==> src/rtl/vga_sprite_defs_pkg.sv <==
// Shared VGA sprite constants: raster widths, sheet geometry, animation rate.
// Also holds the ping-pong direction type used by the animation sequencer.
package vga_sprite_defs;

    localparam int CNT_BITS_N      = 10;
    localparam int PX_ADDR_BITS_N  = 17;
    localparam int SPR_W           = 34;
    localparam int SPR_H           = 24;
    localparam int FRAMES_N        = 3;
    localparam int SCALE_SHIFT     = 1;
    localparam int TICKS_PER_FRAME = 6;
    localparam int FRAME_BITS      = 2;

    typedef enum logic {
        DIR_UP,
        DIR_DOWN
    } dir_t;

endpackage

==> src/rtl/sprite_anim_seq.sv <==
// Animation sequencer: tick divider, frame index, ping-pong direction,
// pending forced frame and mirror latch, all updated only on frame_start.
module sprite_anim_seq
    import vga_sprite_defs::*;
#(
    parameter int FRAMES = 3,
    parameter int TICKS  = 6,
    parameter int FBITS  = 2
) (
    input  logic             clk,
    input  logic             rst,
    input  logic             frame_start,
    input  logic             anim_en,
    input  logic             anim_mode,
    input  logic             mirror_h,
    input  logic             frame_sel_load,
    input  logic [FBITS-1:0] frame_sel,
    output logic [FBITS-1:0] cur_frame,
    output logic             mirror_q
);

    localparam int TW = (TICKS > 1) ? $clog2(TICKS) : 1;
    localparam logic [FBITS-1:0] LAST = FBITS'(FRAMES - 1);
    localparam logic [TW-1:0] TICK_LAST = TW'(TICKS - 1);

    logic [FBITS-1:0] frame_q, frame_n;
    logic [TW-1:0]    tick_q, tick_n;
    dir_t             dir_q, dir_n;
    logic             pend_vld_q, pend_vld_n;
    logic [FBITS-1:0] pend_q, pend_n;
    logic             mirror_n;
    logic [FBITS-1:0] load_val;
    logic [FBITS-1:0] step_frame;
    dir_t             step_dir;

    always_ff @(posedge clk) begin
        if (rst) begin
            frame_q    <= '0;
            tick_q     <= '0;
            dir_q      <= DIR_UP;
            pend_vld_q <= 1'b0;
            pend_q     <= '0;
            mirror_q   <= 1'b0;
        end else begin
            frame_q    <= frame_n;
            tick_q     <= tick_n;
            dir_q      <= dir_n;
            pend_vld_q <= pend_vld_n;
            pend_q     <= pend_n;
            mirror_q   <= mirror_n;
        end
    end

    always_comb begin
        step_frame = frame_q;
        step_dir   = dir_q;
        if (FRAMES == 1) begin
            step_frame = '0;
        end else if (!anim_mode) begin
            step_frame = (frame_q == LAST) ? '0
                       : frame_q + FBITS'(1);
        end else begin
            unique case (dir_q)
                DIR_UP: begin
                    if (frame_q == LAST) begin
                        step_frame = frame_q - FBITS'(1);
                        step_dir   = DIR_DOWN;
                    end else begin
                        step_frame = frame_q + FBITS'(1);
                    end
                end
                DIR_DOWN: begin
                    if (frame_q == '0) begin
                        step_frame = frame_q + FBITS'(1);
                        step_dir   = DIR_UP;
                    end else begin
                        step_frame = frame_q - FBITS'(1);
                    end
                end
                default: ;
            endcase
        end
    end

    always_comb begin
        frame_n    = frame_q;
        tick_n     = tick_q;
        dir_n      = dir_q;
        pend_vld_n = pend_vld_q;
        pend_n     = pend_q;
        mirror_n   = mirror_q;
        load_val   = (frame_sel > LAST) ? LAST : frame_sel;
        if (frame_sel_load) begin
            pend_vld_n = 1'b1;
            pend_n     = load_val;
        end
        // A load arriving on the frame_start cycle itself applies at once.
        if (frame_start) begin
            mirror_n = mirror_h;
            if (frame_sel_load || pend_vld_q) begin
                frame_n    = frame_sel_load ? load_val : pend_q;
                tick_n     = '0;
                pend_vld_n = 1'b0;
                pend_n     = '0;
            end else if (anim_en) begin
                if (tick_q == TICK_LAST) begin
                    tick_n  = '0;
                    frame_n = step_frame;
                    dir_n   = step_dir;
                end else begin
                    tick_n = tick_q + TW'(1);
                end
            end
        end
    end

    assign cur_frame = frame_q;

endmodule

==> src/rtl/sprite_anim_addr_gen.sv <==
// Sprite-sheet address generator: raster hit test, sheet address
// arithmetic and registered ROM address/valid for one animated sprite.
module sprite_anim_addr_gen #(
    parameter int CNT_BITS_N      = vga_sprite_defs::CNT_BITS_N,
    parameter int PX_ADDR_BITS_N  = vga_sprite_defs::PX_ADDR_BITS_N,
    parameter int SPR_W           = vga_sprite_defs::SPR_W,
    parameter int SPR_H           = vga_sprite_defs::SPR_H,
    parameter int FRAMES_N        = vga_sprite_defs::FRAMES_N,
    parameter int SCALE_SHIFT     = vga_sprite_defs::SCALE_SHIFT,
    parameter int TICKS_PER_FRAME = vga_sprite_defs::TICKS_PER_FRAME,
    parameter int FRAME_BITS      = vga_sprite_defs::FRAME_BITS
) (
    input  logic                      clk,
    input  logic                      rst,
    input  logic [CNT_BITS_N-1:0]     h_cnt,
    input  logic [CNT_BITS_N-1:0]     v_cnt,
    input  logic [CNT_BITS_N-1:0]     pos_h_cnt,
    input  logic [CNT_BITS_N-1:0]     pos_v_cnt,
    input  logic                      frame_start,
    input  logic                      anim_en,
    input  logic                      anim_mode,
    input  logic                      mirror_h,
    input  logic                      frame_sel_load,
    input  logic [FRAME_BITS-1:0]     frame_sel,
    output logic [PX_ADDR_BITS_N-1:0] pixel_addr,
    output logic                      valid,
    output logic [FRAME_BITS-1:0]     cur_frame
);

    localparam int CW = CNT_BITS_N + 1;
    localparam int AW = PX_ADDR_BITS_N;

    logic                  mirror_q;
    logic [CNT_BITS_N-1:0] x, y, dx, dy, col;
    logic [CW-1:0]         x_e, y_e, ph_e, pv_e;
    logic                  hit;
    logic [AW-1:0]         addr_c;

    sprite_anim_seq #(
        .FRAMES (FRAMES_N),
        .TICKS  (TICKS_PER_FRAME),
        .FBITS  (FRAME_BITS)
    ) u_seq (
        .clk            (clk),
        .rst            (rst),
        .frame_start    (frame_start),
        .anim_en        (anim_en),
        .anim_mode      (anim_mode),
        .mirror_h       (mirror_h),
        .frame_sel_load (frame_sel_load),
        .frame_sel      (frame_sel),
        .cur_frame      (cur_frame),
        .mirror_q       (mirror_q)
    );

    assign x    = h_cnt >> SCALE_SHIFT;
    assign y    = v_cnt >> SCALE_SHIFT;
    assign x_e  = {1'b0, x};
    assign y_e  = {1'b0, y};
    assign ph_e = {1'b0, pos_h_cnt};
    assign pv_e = {1'b0, pos_v_cnt};

    // Extra bit keeps pos + size from wrapping near the raster edge.
    assign hit = (x_e >= ph_e) && (x_e < ph_e + CW'(SPR_W))
              && (y_e >= pv_e) && (y_e < pv_e + CW'(SPR_H));

    assign dx  = x - pos_h_cnt;
    assign dy  = y - pos_v_cnt;
    assign col = mirror_q ? CNT_BITS_N'(SPR_W - 1) - dx : dx;

    assign addr_c = AW'(cur_frame) * AW'(SPR_W)
                  + AW'(col)
                  + AW'(dy) * AW'(SPR_W * FRAMES_N);

    always_ff @(posedge clk) begin
        if (rst) begin
            pixel_addr <= '0;
            valid      <= 1'b0;
        end else begin
            pixel_addr <= hit ? addr_c : '0;
            valid      <= hit;
        end
    end

endmodule

==> config.mk <==
export PLATFORM = sky130hd
export DESIGN_NAME = sprite_anim_addr_gen
export DESIGN_NICKNAME = d
export VERILOG_FILES = /design/src/rtl/vga_sprite_defs_pkg.sv /design/src/rtl/sprite_anim_seq.sv /design/src/rtl/sprite_anim_addr_gen.sv
export SDC_FILE = /design/constraint.sdc
export NUM_CORES = 1
export LEC_CHECK = 0
export BUFFER_PORTS_ARGS = -buffer_cell sky130_fd_sc_hd__buf_2
export CELL_PAD_IN_SITES_DETAIL_PLACEMENT = 0
export CELL_PAD_IN_SITES_GLOBAL_PLACEMENT = 1
export CORE_ASPECT_RATIO = 1.1
export CORE_UTILIZATION = 40
export DETAILED_ROUTE_END_ITERATION = 10
export GPL_ROUTABILITY_DRIVEN = 1
export PLACE_DENSITY = 0.87
export SLEW_MARGIN = 20
export SYNTH_ARGS = -nofsm -noshare
export SYNTH_HDL_FRONTEND = slang
export SYNTH_SLANG_ARGS = --single-unit
==> constraint.sdc <==
create_clock -name clk -period 12.7 [get_ports clk]
set_input_delay 1.27 -clock clk [delete_from_list [all_inputs] [get_ports clk]]
set_output_delay 1.27 -clock clk [all_outputs]
set_load 0.03 [all_outputs]
==> impl_results.md <==
- Outcome: finished, final reports clean
- Synth Instances: 510
- Final WS setup: 5.68 ns
- Max FO, Critical Path: 5
- Max-slew violations: 0
- Reg2reg path depth: 12
- Die footprint: 11,100 um^2
- Post-CTS Setup Inserts: 0
- Busiest grt layer: met2
- Core region area: 10,400 um^2
- Aggregate global-route resource usage: 16.6%
- Die width: 101 um
- N_diodes: 0
- Hold WS: 0.503 ns
- Share of layout cells above drive strength 1: 14.7%
- Root Driver: clkbuf_16
- Router iterations before antenna repair: 4
- RR Startpoint: u_seq.mirror_q$_SDFFE_PP0P_
- DP HPWL: 7.76 mm
- Final setup fails: 0
- Largest net degree at the start of global routing: 19
- Initial Util: 41.1%
- Max Freq: 142 MHz
- Worst-Margin Slew: 0.875 ns
- Rows: 39
- FF+latch count, synth: 28
- Final #Nets: 725
- Final RePlAce weighted congestion: 0.856
- Post-synth net total: 661
- Chip Height: 110 um
- Clk sinks: 28
- Clock transition at path regs: 0.06 ns
- CP required: 12.80 ns
- Num ports: 69
- Most common cell after layout, fill and taps aside: ha_1
- Worst R2R Setup Slack: 9.15 ns
- CTS tree: yes
- Crit start category: input port
- M2 GR Usage: 30.7%
- Total negative slack: 0 ns
- CP Capture Type: flip-flop
- Crit path DAT: 7.12 ns
- H-tree depth: 1
- Initial antenna violation count: 0
- Via count: 3,642
- Post-Syn Area per Cell: 8.38 um^2
- Vias per inst: 5.09
- GR Overflow Total: 0
- Ys flop type: dfxtp_1
- Multi-input gate area: 3420 um^2
- Ys Warns: 0
- Type of the worst min-delay path: flip-flop to flip-flop
- I/O Buffers: 66
- First-pass GRT wire length: 15.3 mm
- DRT iter0 DRCs: 89
- M3 GR Usage: 1.70%
- Dpl ws: 5.40 ns
- Post-synth EDFFs: 0
- Clk buf depth: 2
- Max Cap Viol: 0
- Latest clock arrival within the worst-skew pair: 0.25 ns
- Cell variety after synth: 64
- R2r endpoint: pixel_addr[16]$_SDFF_PP0_
- Routed WL per cell: 12.3 um
- Slew Limit Headroom: 41.6%
- Crit path kind: input port to flip-flop
- Vias in the first global route: 3,600
- Period utilisation layout: 55.3%
- Cts bufs inserted: 3
- Storage cell area: 561 um^2
- Unrepaired setup endpoints after global routing: no
- Fin util: 46.4%
- Drc violations: 0
- Cell area after synthesis: 4270 um^2
- Met1 GRT Util: 21.6%
- Routed WL: 8.76 mm
- Hold buffers post-CTS: 0
- PostCTS Resize Cnt: 0
- ANT nets after route: 0
- Area grow syn2layout: 13.0%
- Sequential fraction of the synthesis area: 13.1%
- Filler Cell Count: 1,031
- Clock skew: 0.00619 ns
- Critical path endpoint: pixel_addr[16]$_SDFF_PP0_
- Asr flop ratio synth: 0%
- Final Hold Viols: 0
- CP Launch Point: v_cnt[1]
- Commonest non-fill, non-tap cells in the layout: ha_1, inv_1, buf_2, xnor2_1, nor2_1
- Post-route minimum period: 7.02 ns
through the flow:
step | area, um^2 | std cells
6_report | 4830 | 715
5_1_grt | 4830 | 715
4_1_cts | 4830 | 715
3_5_place_dp | 4750 | 712
3_3_place_gp | 4750 | 712
2_1_floorplan | 4270 | 510
critical path, stage by stage:
cell,delay (ns)
buf_2,0.08
inv_1,0.03
ha_1,0.22
fa_1,0.42
o21ai_1,0.14
a21oi_1,0.13
o211a_1,0.25
or3_1,0.36
xnor2_1,0.28
ha_1,0.34
fa_1,0.49
inv_1,0.05
fa_1,0.52
inv_1,0.04
ha_1,0.35
o21a_1,0.14
o31a_1,0.18
a21oi_1,0.06
ha_1,0.30
ha_1,0.34
nand2_1,0.08
o21bai_1,0.19
a2111oi_2,0.51
and4_4,0.29
nor4_2,0.04
per-layer routing:
metal  up-vias  wire (um)
met1      1644       4230
met4         0         21
met2        63       4270
met5         -          0
li1       1933          -
met3         2        241
area by class of cell:
| cell class | instances | share of cell area (%) |
|---|---|---|
| sequential | 28 | 11.6 |
| tap | 143 | 3.71 |
| inverter | 69 | 5.37 |
| timing repair buffer | 66 | 6.84 |
| multi-input combinational | 406 | 70.9 |
| clock buffer | 3 | 1.56 |
registers in the layout, indices dropped and copies added (netlist names), named ones only:
name              flops
pixel_addr           17
u_seq.tick_q          3
u_seq.cur_frame       2
u_seq.pend_q          2
u_seq.mirror_q        1
u_seq.pend_vld_q      1
valid                 1
logic make-up after synthesis:
group	count (synthesis)	synth area share, %
adder cells (fa/ha/maj)	102	33.2
AO/OA/AOI/OAI	122	19.9
flip-flops	28	13.1
XOR/XNOR	53	10.9
AND/OR/NAND/NOR	125	15.1
buffers and inverters	76	6.77
multiplexers	4	0.937
cells in the mapped netlist, types with 5 or more instances:
| library cell | count | area [um^2] |
|---|---|---|
| a21o_1 | 8 | 60.1 |
| a21oi_1 | 26 | 130 |
| a31oi_1 | 6 | 37.5 |
| and3_1 | 7 | 43.8 |
| clkbuf_1 | 5 | 18.8 |
| dfxtp_1 | 28 | 561 |
| fa_1 | 19 | 380 |
| ha_1 | 83 | 1040 |
| inv_1 | 69 | 259 |
| nand2_1 | 16 | 60.1 |
| nand2b_1 | 5 | 31.3 |
| nand3_1 | 5 | 25.0 |
| nand4_1 | 6 | 37.5 |
| nor2_1 | 34 | 128 |
| nor3_1 | 26 | 130 |
| nor3b_1 | 5 | 37.5 |
| o21a_1 | 12 | 90.1 |
| o21ai_0 | 19 | 95.1 |
| o21bai_1 | 5 | 37.5 |
| xnor2_1 | 39 | 342 |
| xor2_1 | 14 | 123 |
worst min-delay path by stage:
stage / to / startpoint / cells past startpoint
after global placement: flip-flop / flip-flop / 2
after global routing: u_seq.pend_q[1]$_SDFF_PP0_ / u_seq.pend_q[1]$_SDFF_PP0_ / 2
after CTS: flip-flop / flip-flop / 2
final: flip-flop / flip-flop / 2
after detailed placement: flip-flop / flip-flop / 2
after floorplan: flip-flop / flip-flop / 2
Power is left out: the tool's default activity adds up to more than one toggle a clock period on the data nets, which glitch-free logic cannot reach.
